$ cat src/rtl/clk_div_ctrl_if.sv
// Handshake and status bundle for the clock-divider controller.
// master = the block that programs the divider, slave = clk_div_ctrl.
interface clk_div_ctrl_if #(
  parameter int CNT_W = 8
);
  logic             en;
  logic             cfg_valid;
  logic [CNT_W-1:0] cfg_div;
  logic             cfg_ready;
  logic             cfg_err;
  logic             clk_out;
  logic             tick;
  logic             busy;
  logic [CNT_W-1:0] cur_div;
  logic [15:0]      period_cnt;

  modport master (
    output en, cfg_valid, cfg_div,
    input  cfg_ready, cfg_err, clk_out, tick, busy, cur_div, period_cnt
  );

  modport slave (
    input  en, cfg_valid, cfg_div,
    output cfg_ready, cfg_err, clk_out, tick, busy, cur_div, period_cnt
  );
endinterface

$ cat src/rtl/clk_div_ctrl.sv
// Programmable clock divider with glitch-free ratio updates on period boundaries.
// Optional completed-period counter enabled by DIV_CTRL_PERIOD_CNT_EN.
module clk_div_ctrl #(
  parameter int CNT_W   = 8,
  parameter int DEF_DIV = 2
) (
  input logic           clk,
  input logic           reset,
  clk_div_ctrl_if.slave bus
);
  typedef enum logic [1:0] {IDLE, RUN, PEND} state_t;

  state_t           state, state_n;
  logic [CNT_W-1:0] cnt, cnt_n, cur_div, load_div, pend_div, pend_n;
  logic [CNT_W-1:0] last, half, cnt_inc;
  logic             clk_q, clk_n, tick_q, tick_n, err_q, err_n;
  logic             acc, acc_ok, wrap, apply;

  assign last    = cur_div - 1'b1;
  assign half    = cur_div >> 1;
  assign cnt_inc = cnt + 1'b1;
  assign acc     = bus.cfg_valid & (state != PEND);
  assign acc_ok  = acc & (bus.cfg_div >= CNT_W'(2));
  assign wrap    = (state != IDLE) && (cnt == last);

  always_comb begin
    state_n  = state;
    cnt_n    = cnt;
    pend_n   = pend_div;
    load_div = cur_div;
    apply    = 1'b0;
    clk_n    = clk_q;
    tick_n   = 1'b0;
    err_n    = acc & ~acc_ok;
    case (state)
      IDLE: begin
        clk_n = 1'b0;
        // Starting wins over an immediate load; the offered ratio waits for the first wrap.
        if (bus.en) begin
          state_n = RUN;
          cnt_n   = '0;
          clk_n   = 1'b1;
          tick_n  = 1'b1;
          if (acc_ok) begin
            pend_n  = bus.cfg_div;
            state_n = PEND;
          end
        end else if (acc_ok) begin
          load_div = bus.cfg_div;
          apply    = 1'b1;
        end
      end
      RUN, PEND: begin
        if (!wrap) begin
          cnt_n = cnt_inc;
          clk_n = (cnt_inc < half);
          if (state == RUN && acc_ok) begin
            pend_n  = bus.cfg_div;
            state_n = PEND;
          end
        end else begin
          cnt_n = '0;
          if (state == PEND) begin
            load_div = pend_div;
            apply    = 1'b1;
            state_n  = RUN;
          end else if (acc_ok) begin
            // Accepted on the wrap itself: the current period already used the old N.
            if (bus.en) begin
              pend_n  = bus.cfg_div;
              state_n = PEND;
            end else begin
              load_div = bus.cfg_div;
              apply    = 1'b1;
            end
          end
          if (bus.en) begin
            clk_n  = 1'b1;
            tick_n = 1'b1;
          end else begin
            clk_n   = 1'b0;
            state_n = IDLE;
          end
        end
      end
      default: state_n = IDLE;
    endcase
  end

  always_ff @(posedge clk or posedge reset) begin
    if (reset) begin
      state    <= IDLE;
      cnt      <= '0;
      cur_div  <= CNT_W'(DEF_DIV);
      pend_div <= '0;
      clk_q    <= 1'b0;
      tick_q   <= 1'b0;
      err_q    <= 1'b0;
    end else begin
      state    <= state_n;
      cnt      <= cnt_n;
      pend_div <= pend_n;
      clk_q    <= clk_n;
      tick_q   <= tick_n;
      err_q    <= err_n;
      if (apply) cur_div <= load_div;
    end
  end

`ifdef DIV_CTRL_PERIOD_CNT_EN
  logic [15:0] pcnt;

  // A newly applied ratio restarts the count, even on the wrap that would bump it.
  always_ff @(posedge clk or posedge reset) begin
    if (reset)      pcnt <= '0;
    else if (apply) pcnt <= '0;
    else if (wrap)  pcnt <= pcnt + 16'd1;
  end

  assign bus.period_cnt = pcnt;
`else
  assign bus.period_cnt = '0;
`endif

  assign bus.cfg_ready = (state != PEND);
  assign bus.cfg_err   = err_q;
  assign bus.clk_out   = clk_q;
  assign bus.tick      = tick_q;
  assign bus.busy      = (state != IDLE);
  assign bus.cur_div   = cur_div;
endmodule

$ cat src/flat_wrapper.sv
// flat-port wrapper written by rule: the top's interface ports become plain ports
module clk_div_ctrl_flat 
#(
  parameter int CNT_W   = 8,
  parameter int DEF_DIV = 2
)
  (clk, reset, bus_en, bus_cfg_valid, bus_cfg_div, bus_cfg_ready, bus_cfg_err, bus_clk_out, bus_tick, bus_busy, bus_cur_div, bus_period_cnt);
  clk_div_ctrl_if #(.CNT_W(CNT_W)) bus_i ();
  input logic clk;
  input logic reset;
  input wire logic [$bits(bus_i.en)-1:0] bus_en;
  input wire logic [$bits(bus_i.cfg_valid)-1:0] bus_cfg_valid;
  input wire logic [$bits(bus_i.cfg_div)-1:0] bus_cfg_div;
  output wire logic [$bits(bus_i.cfg_ready)-1:0] bus_cfg_ready;
  output wire logic [$bits(bus_i.cfg_err)-1:0] bus_cfg_err;
  output wire logic [$bits(bus_i.clk_out)-1:0] bus_clk_out;
  output wire logic [$bits(bus_i.tick)-1:0] bus_tick;
  output wire logic [$bits(bus_i.busy)-1:0] bus_busy;
  output wire logic [$bits(bus_i.cur_div)-1:0] bus_cur_div;
  output wire logic [$bits(bus_i.period_cnt)-1:0] bus_period_cnt;
  assign bus_i.en = bus_en;
  assign bus_i.cfg_valid = bus_cfg_valid;
  assign bus_i.cfg_div = bus_cfg_div;
  assign bus_cfg_ready = bus_i.cfg_ready;
  assign bus_cfg_err = bus_i.cfg_err;
  assign bus_clk_out = bus_i.clk_out;
  assign bus_tick = bus_i.tick;
  assign bus_busy = bus_i.busy;
  assign bus_cur_div = bus_i.cur_div;
  assign bus_period_cnt = bus_i.period_cnt;
  clk_div_ctrl #(.CNT_W(CNT_W), .DEF_DIV(DEF_DIV)) u_core (.clk(clk), .reset(reset), .bus(bus_i));
endmodule
$ cat config.mk
export PLATFORM = sky130hd
export DESIGN_NAME = clk_div_ctrl_flat
export DESIGN_NICKNAME = d
export VERILOG_FILES = /design/src/rtl/clk_div_ctrl_if.sv /design/src/rtl/clk_div_ctrl.sv /design/src/flat_wrapper.sv
export SDC_FILE = /design/constraint.sdc
export NUM_CORES = 1
export LEC_CHECK = 0
export CORE_ASPECT_RATIO = 1.5
export CORE_MARGIN = 2
export CORE_UTILIZATION = 50
export CTS_CLUSTER_DIAMETER = 120
export DETAILED_ROUTE_END_ITERATION = 16
export PLACE_DENSITY = 0.75
export SLEW_MARGIN = 20
export SYNTH_ARGS = -nofsm -noshare
export SYNTH_HDL_FRONTEND = slang
export SYNTH_SLANG_ARGS = --single-unit
$ cat constraint.sdc
create_clock -name clk -period 3.2 [get_ports clk]
set_input_delay 0.64 -clock clk [delete_from_list [all_inputs] [get_ports clk]]
set_output_delay 0.64 -clock clk [all_outputs]
set_load 0.01 [all_outputs]
==> out/results.ini <==
[drt]
first_iter_violations=38
firstDrtPassIters=4
antenna_left=0
detail_route.wl_per_cell_um=14.6
drc_errors=0
route.vias.total=1745
finalWirelength_um=4490
drt-vias-per-instance=5.67

[timing]
finalMaxSlewViolations=0
tns_ns=0
finalCriticalPeriod_ns=2.91
fin_worst_skew_ns=0.00256
fmax_mhz=344
slew_headroom_pct=49.9
setup_viol=0
final_hold_viol_count=0
rsz0062_at_grt=no
tightest_slew_ns=0.751
fin_crit_sh_pct=90.9

[setup_path]
r2r_cells=8
crit_start=u_core.bus.cur_div[1]
regToRegStartpoint=u_core.bus.cur_div[1]
cp.required_ns=3.36
cpLargestDelayFamily=multiplexers
cpPeakStageDelay_ns=0.60
critPathBufInv=1
endpoint_kind=flip-flop
path_cells=inv_1, ha_1, xnor2_1, and4_1, a41oi_1, a211o_1, mux2i_4, mux2_2
path_class=flip-flop to flip-flop
reg2reg_slack_ns=0.29
critPathSlowestCell=dfstp_2
worst_setup_path_start_kind=flip-flop
cp.depth=8
worstPathMaxFanout=10
crit_arrival_ns=3.07

[logic_synthesis]
synthDistinctLibCells=49
synth-edff-count=0
ys_seq_elements=29
synth-main-ff-cell=dfrtp_1
syn-instance-count=236
syn_avg_cell_area_um2=9.29
synthArstFlopShare_pct=100
yosys_warnings=0
seq_area_frac_synth_pct=33.2
synth_area_um2=2190

[clocking]
clock_sinks=29
ctsHoldBuffers=0
post_cts_buffers=0
cts_tree=yes
cts-resized-gates=0
numCtsBuffers=5
clockBufferDepth=2
clock_latency_ns=0.28
h-tree-depth=2
clk_pin_slew_ns=0.06
ctsRootBufferMaster=clkbuf_8

[global_route]
grt_max_degree=21
grt_pass1_vias=1665
gr-total-overflow=0
grtUsageMet3_pct=2.74
track_usage_pct=19.8
gr-max-usage-layer=met2
grt_pass1_wl_um=7610
grtUsageMet1_pct=22.8
antenna_found_initial=0
use_met2_pct=35.3

[placed_design]
hpwl_um=3460
gp_congestion=0.845
port_buffers=24
placed_cells=300
placed_area_um2=2400

[die]
ios=41
die-area_um2=4940
coreArea_um2=4210
die_x_um=58.1
start_util_pct=52.1
std_cell_rows=29
die_h_um=85.1

[job]
maxCapViolCount=0

[final_layout]
layout-drive-gt1-share_pct=8.78
layout_common_cells=dfrtp_1 (28), clkdlybuf4s50_1 (24), nand2_1 (21), inv_1 (20), mux2i_1 (19)
design_area_um2=2510
syn2layout_area_growth_pct=14.7
antenna_cells=0
nFillCells=369
regArea_um2=727
layout.nets=287
stdcell_count=308
multiInputGateArea_um2=1270
final_common_cell=dfrtp_1

[power_and_ir_drop]
power_leakage_uw=0.00127
p_per_area_nw_per_um2=884
vdd_drop_max_mv=0.740

[hold_path]
min_path_type=flip-flop to flip-flop
holdPathStages=1
worstHoldStart=u_core.pend_div[3]

[run_status]
status=finished, final reports clean

-- area by class of cell --
type / instances / area share [%]
multi-input combinational: 177 / 50.4
sequential: 29 / 28.9
timing repair buffer: 28 / 10.8
clock buffer: 7 / 3.43
inverter: 20 / 2.99
tap: 46 / 2.29
clock inverter: 1 / 1.19
-- power by group --
| part | switching, uW | internal, uW |
|---|---|---|
| sequential | 185 | 516 |
| clock | 140 | 254 |
| combinational | 581 | 547 |
-- registers in the layout, indices dropped and copies added (netlist names) --
signal	cells
u_core.bus.cur_div	8
u_core.cnt	8
u_core.pend_div	8
u_core.state	2
u_core.bus.cfg_err	1
u_core.bus.clk_out	1
u_core.bus.tick	1
-- metal layers --
metal,vias up,part of all wire (%)
li1,845,-
met1,845,42
met2,43,53
met3,12,2.6
met4,0,2.5
met5,-,0
-- per-stage QoR --
| step | utilization (%) | total power (uW) | setup WS (ns) | hold WS, ns |
|---|---|---|---|---|
| after floorplan | - | 1480 | 0.589 | 0.458 |
| after CTS | 59.7 | 2230 | 0.293 | 0.490 |
| after global routing | 59.7 | 2400 | 0.111 | 0.518 |
| after detailed placement | 57.0 | 1830 | 0.0830 | 0.476 |
| final | 59.7 | 2220 | 0.290 | 0.486 |
| after global placement | 57.0 | 1820 | 0.105 | 0.469 |
-- worst reg2reg max path: stages, from the launching register on --
cell     delay [ns]
dfstp_2        0.60
inv_1          0.09
ha_1           0.30
xnor2_1        0.16
and4_1         0.20
a41oi_1        0.18
a211o_1        0.44
mux2i_4        0.46
mux2_2         0.38
-- cell families after synthesis --
group           share of synthesized area (%)
compound gates                           11.6
xor+xnor                                 5.59
fa+ha+maj                                7.99
buf+inv                                  11.6
flops                                    33.2
mux                                      14.3
other cells                             0.171
simple gates                             15.6
-- final timing paths --
| check | end |
|---|---|
| setup / recovery | u_core.pend_div[0] |
| hold / removal | u_core.pend_div[3] |
| setup reg to reg | u_core.pend_div[0] |
| hold reg to reg | u_core.pend_div[3] |
| max in group asynchronous | u_core.pend_div[2] |
| min in group asynchronous | u_core.bus.cur_div[0] |
-- Yosys cell counts, types with 2 or more instances --
library cell / instances / area, um2
a211o_1: 2 / 17.5
a21oi_1: 7 / 35.0
a31oi_1: 2 / 12.5
and3_1: 2 / 12.5
buf_2: 2 / 10.0
buf_4: 16 / 120
buf_6: 3 / 33.8
clkbuf_1: 3 / 11.3
dfrtp_1: 28 / 701
ha_1: 14 / 175
inv_1: 20 / 75.1
mux2_2: 8 / 90.1
mux2i_1: 19 / 190
nand2_1: 21 / 78.8
nand2b_1: 4 / 25.0
nand3_1: 6 / 30.0
nand3b_1: 2 / 15.0
nand4_1: 6 / 37.5
nor2_1: 9 / 33.8
nor3_1: 5 / 25.0
o2111ai_1: 2 / 17.5
o211ai_1: 2 / 15.0
o21ai_0: 12 / 60.1
o22ai_1: 2 / 12.5
or3_1: 3 / 18.8
xnor2_1: 7 / 61.3
xor2_1: 7 / 61.3
Power figures use the tool's default switching activity.
